===== config.mk =====
export PLATFORM = sky130hd
export DESIGN_NAME = lcd_spi_tx
export DESIGN_NICKNAME = d
export VERILOG_FILES = /design/src/rtl/lcd_spi_tx_pkg.sv /design/src/rtl/sync_fifo.sv /design/src/rtl/lcd_spi_tx.sv
export SDC_FILE = /design/constraint.sdc
export NUM_CORES = 1
export LEC_CHECK = 0
export BUFFER_PORTS_ARGS = -buffer_cell sky130_fd_sc_hd__buf_2
export CAP_MARGIN = 20
export CELL_PAD_IN_SITES_DETAIL_PLACEMENT = 0
export CELL_PAD_IN_SITES_GLOBAL_PLACEMENT = 1
export CORE_MARGIN = 3
export CORE_UTILIZATION = 50
export CTS_CLUSTER_SIZE = 8
export DETAILED_ROUTE_END_ITERATION = 10
export PLACE_DENSITY = 0.79
export SLEW_MARGIN = 20
export SYNTH_ARGS = -nofsm -noshare
export SYNTH_HDL_FRONTEND = slang
export SYNTH_SLANG_ARGS = --single-unit

===== constraint.sdc =====
create_clock -name clk -period 2.4 [get_ports clk]
set_input_delay 0.12 -clock clk [delete_from_list [all_inputs] [get_ports clk]]
set_output_delay 0.12 -clock clk [all_outputs]
set_load 0.02 [all_outputs]

===== src/rtl/lcd_spi_tx_pkg.sv =====
// Shared definitions for the LCD SPI transmitter: FSM state encoding and the
// layout of a buffered FIFO entry {size, dc, data}.
package lcd_spi_tx_pkg;

    typedef enum logic [1:0] {
        ST_IDLE  = 2'd0,
        ST_LOW   = 2'd1,
        ST_HIGH  = 2'd2,
        ST_TRAIL = 2'd3
    } state_t;

    localparam int W_DATA         = 16;
    localparam int W_ENTRY        = 18;
    localparam int ENTRY_DATA_LSB = 0;
    localparam int ENTRY_DC_BIT   = 16;
    localparam int ENTRY_SIZE_BIT = 17;

    function automatic logic [W_ENTRY-1:0] pack_entry(
        input logic              size,
        input logic              dc,
        input logic [W_DATA-1:0] data
    );
        logic [W_ENTRY-1:0] e;
        e                                = '0;
        e[ENTRY_SIZE_BIT]                = size;
        e[ENTRY_DC_BIT]                  = dc;
        e[ENTRY_DATA_LSB +: W_DATA]      = data;
        return e;
    endfunction

endpackage


===== src/rtl/sync_fifo.sv =====
// Single-clock FIFO with show-ahead read data; pointers carry an extra wrap
// bit so full and empty are distinguished without a separate counter.
module sync_fifo #(
    parameter int WIDTH = 18,
    parameter int DEPTH = 4
) (
    input  logic             clk,
    input  logic             rst_n,
    input  logic             push,
    input  logic             pop,
    input  logic [WIDTH-1:0] wdata,
    output logic [WIDTH-1:0] rdata,
    output logic             full,
    output logic             empty
);

    localparam int AW = $clog2(DEPTH);

    logic [WIDTH-1:0] mem [DEPTH];
    logic [AW:0]      wr_ptr;
    logic [AW:0]      rd_ptr;
    logic             do_push;
    logic             do_pop;

    assign full    = (wr_ptr[AW-1:0] == rd_ptr[AW-1:0]) && (wr_ptr[AW] != rd_ptr[AW]);
    assign empty   = (wr_ptr == rd_ptr);
    assign do_push = push && !full;
    assign do_pop  = pop && !empty;
    assign rdata   = mem[rd_ptr[AW-1:0]];

    always_ff @(posedge clk) begin
        if (!rst_n) begin
            wr_ptr <= '0;
            rd_ptr <= '0;
        end else begin
            if (do_push) begin
                wr_ptr <= wr_ptr + (AW+1)'(1);
            end
            if (do_pop) begin
                rd_ptr <= rd_ptr + (AW+1)'(1);
            end
        end
    end

    // Storage needs no reset: contents are discarded by resetting the pointers.
    always_ff @(posedge clk) begin
        if (do_push) begin
            mem[wr_ptr[AW-1:0]] <= wdata;
        end
    end

endmodule


===== src/rtl/lcd_spi_tx.sv =====
// LCD 4-wire serial transmitter: buffers 8/16-bit command/data words and
// shifts them out MSB-first with chip-select and data/command framing.
module lcd_spi_tx
    import lcd_spi_tx_pkg::*;
#(
    parameter int FIFO_DEPTH = 4,
    parameter int W_DIV      = 8
) (
    input  logic              clk,
    input  logic              rst_n,
    input  logic [W_DIV-1:0]  div,
    input  logic              in_valid,
    output logic              in_ready,
    input  logic [15:0]       in_data,
    input  logic              in_dc,
    input  logic              in_size,
    output logic              busy,
    output logic              lcd_cs,
    output logic              lcd_dc,
    output logic              lcd_sck,
    output logic              lcd_mosi
);

    // Valid/ready: a word is taken on any clk edge where in_valid && in_ready.
    // in_ready depends only on registered FIFO state, never on in_valid, and
    // the source must hold in_data/in_dc/in_size stable while in_valid waits.

    state_t             state, state_nxt;
    logic [W_DIV-1:0]   cnt, cnt_nxt;
    logic [4:0]         bits, bits_nxt;
    logic [W_DATA-1:0]  shreg, shreg_nxt;
    logic               cs_nxt, dc_nxt, sck_nxt, mosi_nxt;

    logic [W_ENTRY-1:0] rdata;
    logic               fifo_full;
    logic               fifo_empty;
    logic               fifo_pop;
    logic               fifo_push;
    logic               ent_size;
    logic               ent_dc;
    logic [W_DATA-1:0]  ent_data;
    logic [W_DIV-1:0]   h_load;
    logic               cnt_done;

    assign in_ready  = !fifo_full;
    assign fifo_push = in_valid && in_ready;
    assign busy      = !fifo_empty || (state != ST_IDLE);

    assign ent_size  = rdata[ENTRY_SIZE_BIT];
    assign ent_dc    = rdata[ENTRY_DC_BIT];
    assign ent_data  = rdata[ENTRY_DATA_LSB +: W_DATA];

    assign h_load    = (div == '0) ? W_DIV'(1) : div;
    assign cnt_done  = (cnt <= W_DIV'(1));

    sync_fifo #(
        .WIDTH (W_ENTRY),
        .DEPTH (FIFO_DEPTH)
    ) u_fifo (
        .clk   (clk),
        .rst_n (rst_n),
        .push  (fifo_push),
        .pop   (fifo_pop),
        .wdata (pack_entry(in_size, in_dc, in_data)),
        .rdata (rdata),
        .full  (fifo_full),
        .empty (fifo_empty)
    );

    always_ff @(posedge clk) begin
        if (!rst_n) begin
            state    <= ST_IDLE;
            cnt      <= '0;
            bits     <= '0;
            shreg    <= '0;
            lcd_cs   <= 1'b1;
            lcd_dc   <= 1'b0;
            lcd_sck  <= 1'b0;
            lcd_mosi <= 1'b0;
        end else begin
            state    <= state_nxt;
            cnt      <= cnt_nxt;
            bits     <= bits_nxt;
            shreg    <= shreg_nxt;
            lcd_cs   <= cs_nxt;
            lcd_dc   <= dc_nxt;
            lcd_sck  <= sck_nxt;
            lcd_mosi <= mosi_nxt;
        end
    end

    always_comb begin
        state_nxt = state;
        cnt_nxt   = cnt;
        bits_nxt  = bits;
        shreg_nxt = shreg;
        cs_nxt    = lcd_cs;
        dc_nxt    = lcd_dc;
        sck_nxt   = lcd_sck;
        mosi_nxt  = lcd_mosi;
        fifo_pop  = 1'b0;

        case (state)
            ST_IDLE: begin
                if (!fifo_empty) begin
                    fifo_pop  = 1'b1;
                    state_nxt = ST_LOW;
                    cnt_nxt   = h_load;
                end
            end
            ST_LOW: begin
                if (cnt_done) begin
                    sck_nxt   = 1'b1;
                    state_nxt = ST_HIGH;
                    cnt_nxt   = h_load;
                end else begin
                    cnt_nxt   = cnt - W_DIV'(1);
                end
            end
            ST_HIGH: begin
                if (cnt_done) begin
                    sck_nxt = 1'b0;
                    cnt_nxt = h_load;
                    if (bits > 5'd1) begin
                        bits_nxt  = bits - 5'd1;
                        shreg_nxt = {shreg[W_DATA-2:0], 1'b0};
                        mosi_nxt  = shreg[W_DATA-2];
                        state_nxt = ST_LOW;
                    end else if (!fifo_empty) begin
                        fifo_pop  = 1'b1;
                        state_nxt = ST_LOW;
                    end else begin
                        state_nxt = ST_TRAIL;
                    end
                end else begin
                    cnt_nxt = cnt - W_DIV'(1);
                end
            end
            ST_TRAIL: begin
                if (cnt_done) begin
                    cs_nxt    = 1'b1;
                    state_nxt = ST_IDLE;
                end else begin
                    cnt_nxt   = cnt - W_DIV'(1);
                end
            end
            default: begin
                state_nxt = ST_IDLE;
            end
        endcase

        // Word load shared by the IDLE start and the back-to-back chain in HIGH;
        // 8-bit words are left-aligned so the shifter always emits from bit 15.
        if (fifo_pop) begin
            cs_nxt = 1'b0;
            dc_nxt = ent_dc;
            if (ent_size) begin
                shreg_nxt = ent_data;
                mosi_nxt  = ent_data[15];
                bits_nxt  = 5'd16;
            end else begin
                shreg_nxt = {ent_data[7:0], 8'h00};
                mosi_nxt  = ent_data[7];
                bits_nxt  = 5'd8;
            end
        end
    end

endmodule


==> impl_metrics.prom, run 1 <==
# TYPE chip_impl_metric gauge
chip_impl_metric{name="grt_pass1_wl",unit="um"} 17000
chip_impl_metric{name="netlist-cell-type-count",unit=""} 47
chip_impl_metric{name="wl_met2",unit="um"} 5030
chip_impl_info{name="end_kind",value="register"} 1
chip_impl_metric{name="placedInstanceArea",unit="um2"} 5350
chip_impl_metric{name="final_cell_area",unit="um2"} 6180
chip_impl_metric{name="clock.fmax",unit="MHz"} 473
chip_impl_info{name="commonest_cells_after_routing_fill_and_taps_aside",value="sky130_fd_sc_hd__edfxtp_1, sky130_fd_sc_hd__dfxtp_1, sky130_fd_sc_hd__buf_2"} 1
chip_impl_metric{name="setup_viol_count_final",unit=""} 0
chip_impl_metric{name="synth-async-reset-ratio",unit=""} 0
chip_impl_metric{name="fp.dieH",unit="um"} 106
chip_impl_metric{name="dp_hpwl",unit="um"} 6260
chip_impl_metric{name="floorplan.core_area",unit="um2"} 9460
chip_impl_metric{name="ys_ff_latch",unit=""} 114
chip_impl_metric{name="buffer_ports.inserted",unit=""} 34
chip_impl_info{name="cts_root_buf",value="sky130_fd_sc_hd__clkbuf_8"} 1
chip_impl_metric{name="max-cap-violations",unit=""} 0
chip_impl_metric{name="p_per_area",unit="nW/um2"} 1200
chip_impl_info{name="cts_tree",value="built"} 1
chip_impl_metric{name="yosys_warnings",unit=""} 0
chip_impl_metric{name="post_route_clock_period_utilization",unit=""} 0.881
chip_impl_info{name="synth.largest_area_cell",value="sky130_fd_sc_hd__edfxtp_1"} 1
chip_impl_metric{name="num_vias",unit=""} 3258
chip_impl_metric{name="areaGrowthSynthToFinish",unit="%"} 24.3
chip_impl_metric{name="final_ant_viol_nets",unit=""} 0
chip_impl_info{name="path_cells",value="inv_1 > ha_1 > or2_1 > and4_1 > a21oi_2 > nor2_1 > a2111oi_0"} 1
chip_impl_metric{name="synth.yosys.seq_area_share",unit=""} 0.603
chip_impl_metric{name="ratio_of_cells_with_drive_above_1_in_the_final_layout",unit=""} 0.231
chip_impl_info{name="postSynth.topFlopCell",value="sky130_fd_sc_hd__edfxtp_1"} 1
chip_impl_metric{name="design.final.nets",unit=""} 488
chip_impl_metric{name="synth_edf_count",unit=""} 72
chip_impl_metric{name="cts.reportedPaths.clkPinSlew",unit="ns"} 0.06
chip_impl_metric{name="timing.slew.headroom",unit=""} 0.637
chip_impl_info{name="mostFrequentLayoutCell",value="sky130_fd_sc_hd__edfxtp_1"} 1
chip_impl_metric{name="synth_area_per_cell",unit="um2"} 13.4
chip_impl_metric{name="avgRoutedWirePerCell",unit="um"} 17.0
chip_impl_metric{name="design.die.area",unit="um2"} 11200
chip_impl_metric{name="worst_skew_pair.late_latency",unit="ns"} 0.52
chip_impl_info{name="min-delay-path-class",value="primary input to register"} 1
chip_impl_metric{name="drc",unit=""} 0
chip_impl_metric{name="synthesis.nets",unit=""} 413
chip_impl_metric{name="cts_buffers",unit=""} 17
chip_impl_metric{name="worst_ep_arrival_time",unit="ns"} 2.50
chip_impl_metric{name="final.setup_skew",unit="ns"} 0.00904
chip_impl_metric{name="grt.overflow.total",unit=""} 0
chip_impl_metric{name="final-hold-violation-count",unit=""} 0
chip_impl_metric{name="setup_total_negative_slack",unit="ns"} 0
chip_impl_metric{name="insertedDiodeCount",unit=""} 0
chip_impl_metric{name="detailroute.wirelength.met3",unit="um"} 452
chip_impl_metric{name="wl_met1",unit="um"} 4420
chip_impl_metric{name="firstDrtPassIters",unit=""} 4
chip_impl_metric{name="grt_start_max_net_pins",unit=""} 24
chip_impl_metric{name="timing.final.max_slew_violations",unit=""} 0
chip_impl_metric{name="period_needed",unit="ns"} 2.11
chip_impl_metric{name="finalWirelength",unit="um"} 10000
chip_impl_metric{name="worstMarginPinSlew",unit="ns"} 0.544
chip_impl_metric{name="ir_worst_vdd",unit="V"} 0.000708
chip_impl_info{name="setup.worst_path.start_class",value="register"} 1
chip_impl_metric{name="rows",unit=""} 35
chip_impl_info{name="synthTopCellsByArea",value="sky130_fd_sc_hd__edfxtp_1, sky130_fd_sc_hd__dfxtp_1, sky130_fd_sc_hd__mux4_2, sky130_fd_sc_hd__ha_1, sky130_fd_sc_hd__o21ai_1"} 1
chip_impl_info{name="cpLargestDelayFamily",value="simple AND/OR/NAND/NOR gates"} 1
chip_impl_metric{name="grt_usage",unit=""} 0.197
chip_impl_metric{name="cts.sinks",unit=""} 114
chip_impl_info{name="status",value="finished clean"} 1
chip_impl_metric{name="cp_max_fo",unit=""} 6
chip_impl_metric{name="antenna_violations_before_repair",unit=""} 0
chip_impl_info{name="criticalPathCategory",value="register to register"} 1
chip_impl_metric{name="dr.first_iter.drc_count",unit=""} 198
chip_impl_metric{name="gp_weighted_congestion",unit=""} 0.809
chip_impl_metric{name="cp_slowest_stage_delay",unit="ns"} 0.41
chip_impl_metric{name="leak",unit="nW"} 2.20
chip_impl_metric{name="via_count_of_the_first_global_routing_pass",unit=""} 3327
chip_impl_metric{name="ctsHtreeMaxLevel",unit=""} 4
chip_impl_metric{name="die_x",unit="um"} 106
chip_impl_metric{name="num_io_pins",unit=""} 35
chip_impl_metric{name="timing.critical_path.buf_inv",unit=""} 1
chip_impl_metric{name="crit_required",unit="ns"} 2.78
chip_impl_metric{name="drt-vias-per-instance",unit=""} 5.54
chip_impl_metric{name="synthesis.instances",unit=""} 371
chip_impl_info{name="rsz_0062_raised_after_global_routing",value="no"} 1
chip_impl_info{name="critical_path.slowest_cell",value="sky130_fd_sc_hd__dfxtp_1"} 1
chip_impl_metric{name="initial_utilization",unit=""} 0.526
chip_impl_metric{name="clock_tree.buffer_depth",unit=""} 2
chip_impl_metric{name="netlist_area",unit="um2"} 4980
chip_impl_metric{name="post-synth-top-area-fraction",unit=""} 0.434
chip_impl_info{name="top_layer_used",value="met4"} 1
cells in the mapped netlist (4+ instances only):
| cell | n |
|---|---|
| sky130_fd_sc_hd__a211oi_1 | 8 |
| sky130_fd_sc_hd__a21oi_1 | 16 |
| sky130_fd_sc_hd__a2bb2oi_1 | 4 |
| sky130_fd_sc_hd__a31oi_1 | 9 |
| sky130_fd_sc_hd__a32o_1 | 4 |
| sky130_fd_sc_hd__and2_1 | 6 |
| sky130_fd_sc_hd__buf_2 | 9 |
| sky130_fd_sc_hd__clkbuf_1 | 9 |
| sky130_fd_sc_hd__dfxtp_1 | 42 |
| sky130_fd_sc_hd__edfxtp_1 | 72 |
| sky130_fd_sc_hd__ha_1 | 13 |
| sky130_fd_sc_hd__inv_1 | 12 |
| sky130_fd_sc_hd__mux2_1 | 7 |
| sky130_fd_sc_hd__mux2i_1 | 8 |
| sky130_fd_sc_hd__mux4_2 | 18 |
| sky130_fd_sc_hd__nand2_1 | 8 |
| sky130_fd_sc_hd__nand3_1 | 7 |
| sky130_fd_sc_hd__nand4_1 | 10 |
| sky130_fd_sc_hd__nor2_1 | 14 |
| sky130_fd_sc_hd__nor3_1 | 14 |
| sky130_fd_sc_hd__o21ai_0 | 15 |
| sky130_fd_sc_hd__o21ai_1 | 17 |
| sky130_fd_sc_hd__o31ai_1 | 4 |
| sky130_fd_sc_hd__xnor2_1 | 6 |
| sky130_fd_sc_hd__xor2_1 | 7 |
metrics by stage:
step,hold slack (ns),total power (W),util,std cells,setup slack [ns]
2_1_floorplan,0.219,0.00433,-,371,0.418
6_report,0.0281,0.00739,0.654,588,0.285
5_1_grt,0.107,0.00785,0.654,588,0.0624
3_3_place_gp,0.330,0.00497,0.565,530,0.338
3_5_place_dp,0.338,0.00499,0.565,530,0.305
4_1_cts,0.00544,0.00745,0.653,588,0.265
cells by family (layout without fill, tap and decap cells):
group,count (synthesis),in the layout,share of synthesized area
mux,34,34,0.116
simple gates,74,74,0.0822
flops,114,114,0.603
buf+inv,34,122,0.0304
compound gates,89,89,0.113
fa+ha+maj,13,13,0.0327
xor+xnor,13,13,0.0229
final cells by class:
| class | count | area (um2) |
|---|---|---|
| Clock inverter | 15 | 156 |
| Inverter | 12 | 45.0 |
| Tap cell | 129 | 161 |
| Timing Repair Buffer | 78 | 578 |
| Sequential cell | 114 | 3000 |
| Fill cell | 708 | 3270 |
| Clock buffer | 17 | 414 |
| Multi-Input combinational cell | 223 | 1830 |
power breakdown:
part           total, W  switching (W)  internal, W
clock           0.00240       0.000921      0.00148
combinational   0.00242        0.00137      0.00105
sequential      0.00257       0.000198      0.00237
total           0.00739        0.00249      0.00490
flip-flops by register name (all words and copies together) (netlist names), named ones only:
register and flops:
lcd_dc 1, lcd_mosi 1, shreg 15, bits 5, u_fifo.wr_ptr 3, lcd_cs 1, lcd_sck 1, u_fifo.rd_ptr 3
state 2, u_fifo.mem 72, cnt 8
worst reg2reg max path, delay by kind of cell, from the launching register on:
family	cells	cell delay (ns)
compound gates	2	0.56
simple gates	3	0.70
buf+inv	1	0.07
fa+ha+maj	1	0.25
flops	1	0.41
path summary, 6_finish.rpt:
kind | startpoint | to | slack [ns] | depth (start not counted)
hold reg to reg | lcd_dc | lcd_dc | 0.49 | 2
setup reg to reg | cnt[0] | bits[1] | 0.29 | 7
hold / removal | div[0] | cnt[0] | 0.03 | 4
setup / recovery | cnt[0] | bits[1] | 0.29 | 7
what timing repair did:
action,4_1_cts,5_1_grt
gates resized for setup,0,1
setup endpoints to repair,0,1
hold buffers,26,0
setup buffers,0,0
hold endpoints to repair,80,0
per-layer routing:
metal / track usage / vias to the layer above
met5: 0 / -
met4: 0.0675 / 0
met3: 0.0563 / 11
met2: 0.324 / 77
met1: 0.252 / 1568
li1: - / 1602
Note: power is estimated with default switching activity, not from simulation.
==> inputs of run 2 (changes only) <==
- ABC_AREA: not set -> 1
- CORE_MARGIN: 3 -> not set
- CORE_UTILIZATION: 50 -> 46
- PLACE_DENSITY: 0.79 -> 0.78
- SKIP_CTS_REPAIR_TIMING: not set -> 1
==> impl_metrics.prom, run 2 <==
# TYPE chip_impl_metric gauge
chip_impl_info{name="status",value="finished clean"} 1
chip_impl_info{name="critical_path.slowest_cell",value="sky130_fd_sc_hd__dfxtp_1"} 1
chip_impl_metric{name="worst_ep_arrival_time",unit="ns"} 2.33
chip_impl_metric{name="netlist-cell-type-count",unit=""} 37
chip_impl_metric{name="worst_skew_pair.late_latency",unit="ns"} 0.42
chip_impl_metric{name="worst-r2r-cell-count",unit=""} 13
chip_impl_metric{name="netlist_area",unit="um2"} 5450
chip_impl_info{name="end_kind",value="register"} 1
chip_impl_metric{name="ctsHtreeMaxLevel",unit=""} 4
chip_impl_metric{name="num_vias",unit=""} 4218
chip_impl_metric{name="synth_area_per_cell",unit="um2"} 8.44
chip_impl_metric{name="clock_tree.buffer_depth",unit=""} 2
chip_impl_metric{name="grt_pass1_wl",unit="um"} 19400
chip_impl_metric{name="worstMarginPinSlew",unit="ns"} 0.470
chip_impl_metric{name="max-cap-violations",unit=""} 0
chip_impl_info{name="criticalPathCategory",value="register to register"} 1
chip_impl_metric{name="clock.fmax",unit="MHz"} 490
chip_impl_metric{name="timing.slew.headroom",unit=""} 0.686
chip_impl_info{name="setup.worst_path.start_class",value="register"} 1
chip_impl_info{name="path_common_cell",value="sky130_fd_sc_hd__nor2_1"} 1
chip_impl_metric{name="drc",unit=""} 0
chip_impl_metric{name="final.setup_skew",unit="ns"} 0.00601
chip_impl_info{name="min_from",value="div[5]"} 1
chip_impl_metric{name="p_per_area",unit="nW/um2"} 1300
chip_impl_metric{name="ir_worst_vdd",unit="V"} 0.000677
chip_impl_metric{name="num_io_pins",unit=""} 35
chip_impl_metric{name="floorplan.core_area",unit="um2"} 11500
chip_impl_info{name="mostFrequentLayoutCell",value="sky130_fd_sc_hd__nand2_1"} 1
chip_impl_info{name="synth_top_cells_by_count",value="sky130_fd_sc_hd__nand2_1, sky130_fd_sc_hd__inv_1, sky130_fd_sc_hd__edfxtp_1"} 1
chip_impl_metric{name="post-synth-top-area-fraction",unit=""} 0.397
chip_impl_metric{name="synthesis.nets",unit=""} 688
chip_impl_metric{name="grt.overflow.total",unit=""} 0
chip_impl_metric{name="total_power",unit="W"} 0.00852
chip_impl_metric{name="grt_usage",unit=""} 0.203
chip_impl_metric{name="final_ant_viol_nets",unit=""} 0
chip_impl_metric{name="firstDrtPassIters",unit=""} 4
chip_impl_metric{name="period_needed",unit="ns"} 2.04
chip_impl_metric{name="cp_max_fo",unit=""} 40
chip_impl_metric{name="logic_depth_of_the_worst_setup_path_including_buffers",unit=""} 13
chip_impl_metric{name="ratio_of_cells_with_drive_above_1_in_the_final_layout",unit=""} 0.129
chip_impl_metric{name="synth-async-reset-ratio",unit=""} 0
chip_impl_metric{name="synth_edf_count",unit=""} 72
chip_impl_info{name="synthTopCellsByArea",value="sky130_fd_sc_hd__edfxtp_1, sky130_fd_sc_hd__dfxtp_1, sky130_fd_sc_hd__nand2_1, sky130_fd_sc_hd__inv_1, sky130_fd_sc_hd__nand3_1"} 1
chip_impl_info{name="crit_start",value="cnt[0]"} 1
chip_impl_metric{name="dr.first_iter.drc_count",unit=""} 243
chip_impl_info{name="commonest_cells_after_routing_fill_and_taps_aside",value="sky130_fd_sc_hd__nand2_1, sky130_fd_sc_hd__inv_1, sky130_fd_sc_hd__edfxtp_1"} 1
chip_impl_metric{name="cp_slowest_stage_delay",unit="ns"} 0.31
chip_impl_metric{name="antenna_violations_before_repair",unit=""} 0
chip_impl_info{name="postSynth.topFlopCell",value="sky130_fd_sc_hd__edfxtp_1"} 1
chip_impl_metric{name="insertedDiodeCount",unit=""} 0
chip_impl_info{name="cpLargestDelayFamily",value="simple AND/OR/NAND/NOR gates"} 1
chip_impl_metric{name="setup_total_negative_slack",unit="ns"} 0
chip_impl_metric{name="design.die.area",unit="um2"} 12300
chip_impl_metric{name="yosys_warnings",unit=""} 0
chip_impl_info{name="synth_most_common_cell",value="sky130_fd_sc_hd__nand2_1"} 1
chip_impl_metric{name="cts_buffers",unit=""} 17
chip_impl_metric{name="avgRoutedWirePerCell",unit="um"} 13.3
chip_impl_metric{name="dp_hpwl",unit="um"} 7520
chip_impl_metric{name="timing.final.max_slew_violations",unit=""} 0
chip_impl_info{name="cts_root_buf",value="sky130_fd_sc_hd__clkbuf_16"} 1
chip_impl_metric{name="synthesis.instances",unit=""} 646
chip_impl_info{name="r2r-start",value="cnt[0]"} 1
chip_impl_metric{name="final.hold.worst_slack",unit="ns"} 0.00374
chip_impl_metric{name="whs_path_depth",unit=""} 3
chip_impl_metric{name="gp_weighted_congestion",unit=""} 0.804
chip_impl_info{name="cts_tree",value="built"} 1
chip_impl_metric{name="crit_required",unit="ns"} 2.69
chip_impl_metric{name="synth.yosys.seq_area_share",unit=""} 0.551
chip_impl_metric{name="post_route_clock_period_utilization",unit=""} 0.851
chip_impl_metric{name="design.final.nets",unit=""} 749
chip_impl_metric{name="setup_viol_count_final",unit=""} 0
chip_impl_info{name="synth.largest_area_cell",value="sky130_fd_sc_hd__edfxtp_1"} 1
chip_impl_metric{name="buffer_ports.inserted",unit=""} 34
chip_impl_info{name="min-delay-path-class",value="primary input to register"} 1
chip_impl_metric{name="rows",unit=""} 39
chip_impl_metric{name="grt_start_max_net_pins",unit=""} 41
chip_impl_metric{name="initial_utilization",unit=""} 0.476
chip_impl_metric{name="via_count_of_the_first_global_routing_pass",unit=""} 4066
chip_impl_metric{name="leak",unit="nW"} 2.92
chip_impl_metric{name="final-hold-violation-count",unit=""} 0
chip_impl_info{name="path_cells",value="inv_1 > ha_1 > inv_1 > nand2_1 > nand2_2 > nor2_4 > nand3_2 > nand2_4 > nand2_4 > nand2_2 > nor2_1 > nor2_1 > nor2_1"} 1
chip_impl_metric{name="flip_flop_count_of_the_largest_register_all_copies_and_words_added",unit=""} 72
chip_impl_metric{name="drt-vias-per-instance",unit=""} 4.89
chip_impl_metric{name="fp.dieH",unit="um"} 111
chip_impl_info{name="rsz_0062_raised_after_global_routing",value="no"} 1
chip_impl_metric{name="cts.sinks",unit=""} 114
chip_impl_metric{name="areaGrowthSynthToFinish",unit="%"} 20.6
chip_impl_metric{name="ys_ff_latch",unit=""} 114
chip_impl_metric{name="timing.critical_path.buf_inv",unit=""} 2
chip_impl_metric{name="finalWirelength",unit="um"} 11500
chip_impl_metric{name="die_x",unit="um"} 111
chip_impl_metric{name="cts.reportedPaths.clkPinSlew",unit="ns"} 0.05
run 2: cell types whose count changed after synthesis, sizes merged, moves of 5 or more:
cell | previous run | this run
nand4 | 10 | 2
nor2 | 14 | 60
nand3 | 7 | 66
nor3 | 15 | 7
a31oi | 9 | 1
a211oi | 8 | 1
inv | 12 | 98
and2 | 6 | 1
a21oi | 17 | 36
mux2 | 8 | 0
xnor2 | 6 | 1
mux4 | 18 | 0
nand2 | 8 | 181
mux2i | 8 | 0
run 2: worst paths after layout:
kind	endpoint	slack, ns
setup / recovery	shreg[9]	0.36
setup reg to reg	shreg[9]	0.36
hold reg to reg	shreg[14]	0.49
hold / removal	cnt[5]	0.004
run 2: final cells by class:
type                    instances  area [um2]
clock buffers                  19         433
flip-flops and latches        114        3000
repair buffers                 64         440
well taps                     143         179
inverters                     100         380
clock inverters                13         184
fillers                      1037        4890
multi-input cells             410        1950
run 2: logic make-up after synthesis:
group / after synthesis / share of synthesized area
and+or+nand+nor: 319 / 0.247
buffers and inverters: 122 / 0.0913
DFF: 114 / 0.551
AOI/OAI and AO/OA: 71 / 0.0695
adders and majority gates: 13 / 0.0298
xor gates and xnor gates: 7 / 0.0112
run 2: stage by stage:
stage               setup WS [ns]  std cells  area [um2]   util
floorplan                   0.166        646        5450      -
global placement            0.336        813        5770  0.504
detailed placement          0.275        813        5770  0.504
CTS                         0.264        845        6390  0.557
global route               0.0709        863        6570  0.573
finish                      0.358        863        6570  0.573
run 2: worst reg2reg max path: stages, from the launching register on:
cell,delay (ns)
sky130_fd_sc_hd__dfxtp_1,0.31
sky130_fd_sc_hd__inv_1,0.09
sky130_fd_sc_hd__ha_1,0.21
sky130_fd_sc_hd__inv_1,0.07
sky130_fd_sc_hd__nand2_1,0.07
sky130_fd_sc_hd__nand2_2,0.06
sky130_fd_sc_hd__nor2_4,0.17
sky130_fd_sc_hd__nand3_2,0.11
sky130_fd_sc_hd__nand2_4,0.13
sky130_fd_sc_hd__nand2_4,0.26
sky130_fd_sc_hd__nand2_2,0.25
sky130_fd_sc_hd__nor2_1,0.06
sky130_fd_sc_hd__nor2_1,0.09
sky130_fd_sc_hd__nor2_1,0.04
run 2: report_power, final:
part           switching (W)  internal [W]  total (W)
sequential          0.000179       0.00243    0.00261
combinational        0.00225       0.00104    0.00330
clock               0.000882       0.00173    0.00262
total                0.00332       0.00521    0.00852
run 2: metal layers:
layer	vias to the layer above	global-route usage	share of wire
li1	2195	-	-
met1	1938	0.264	0.48
met2	66	0.314	0.46
met3	19	0.0536	0.034
met4	0	0.0969	0.024
met5	-	0	0
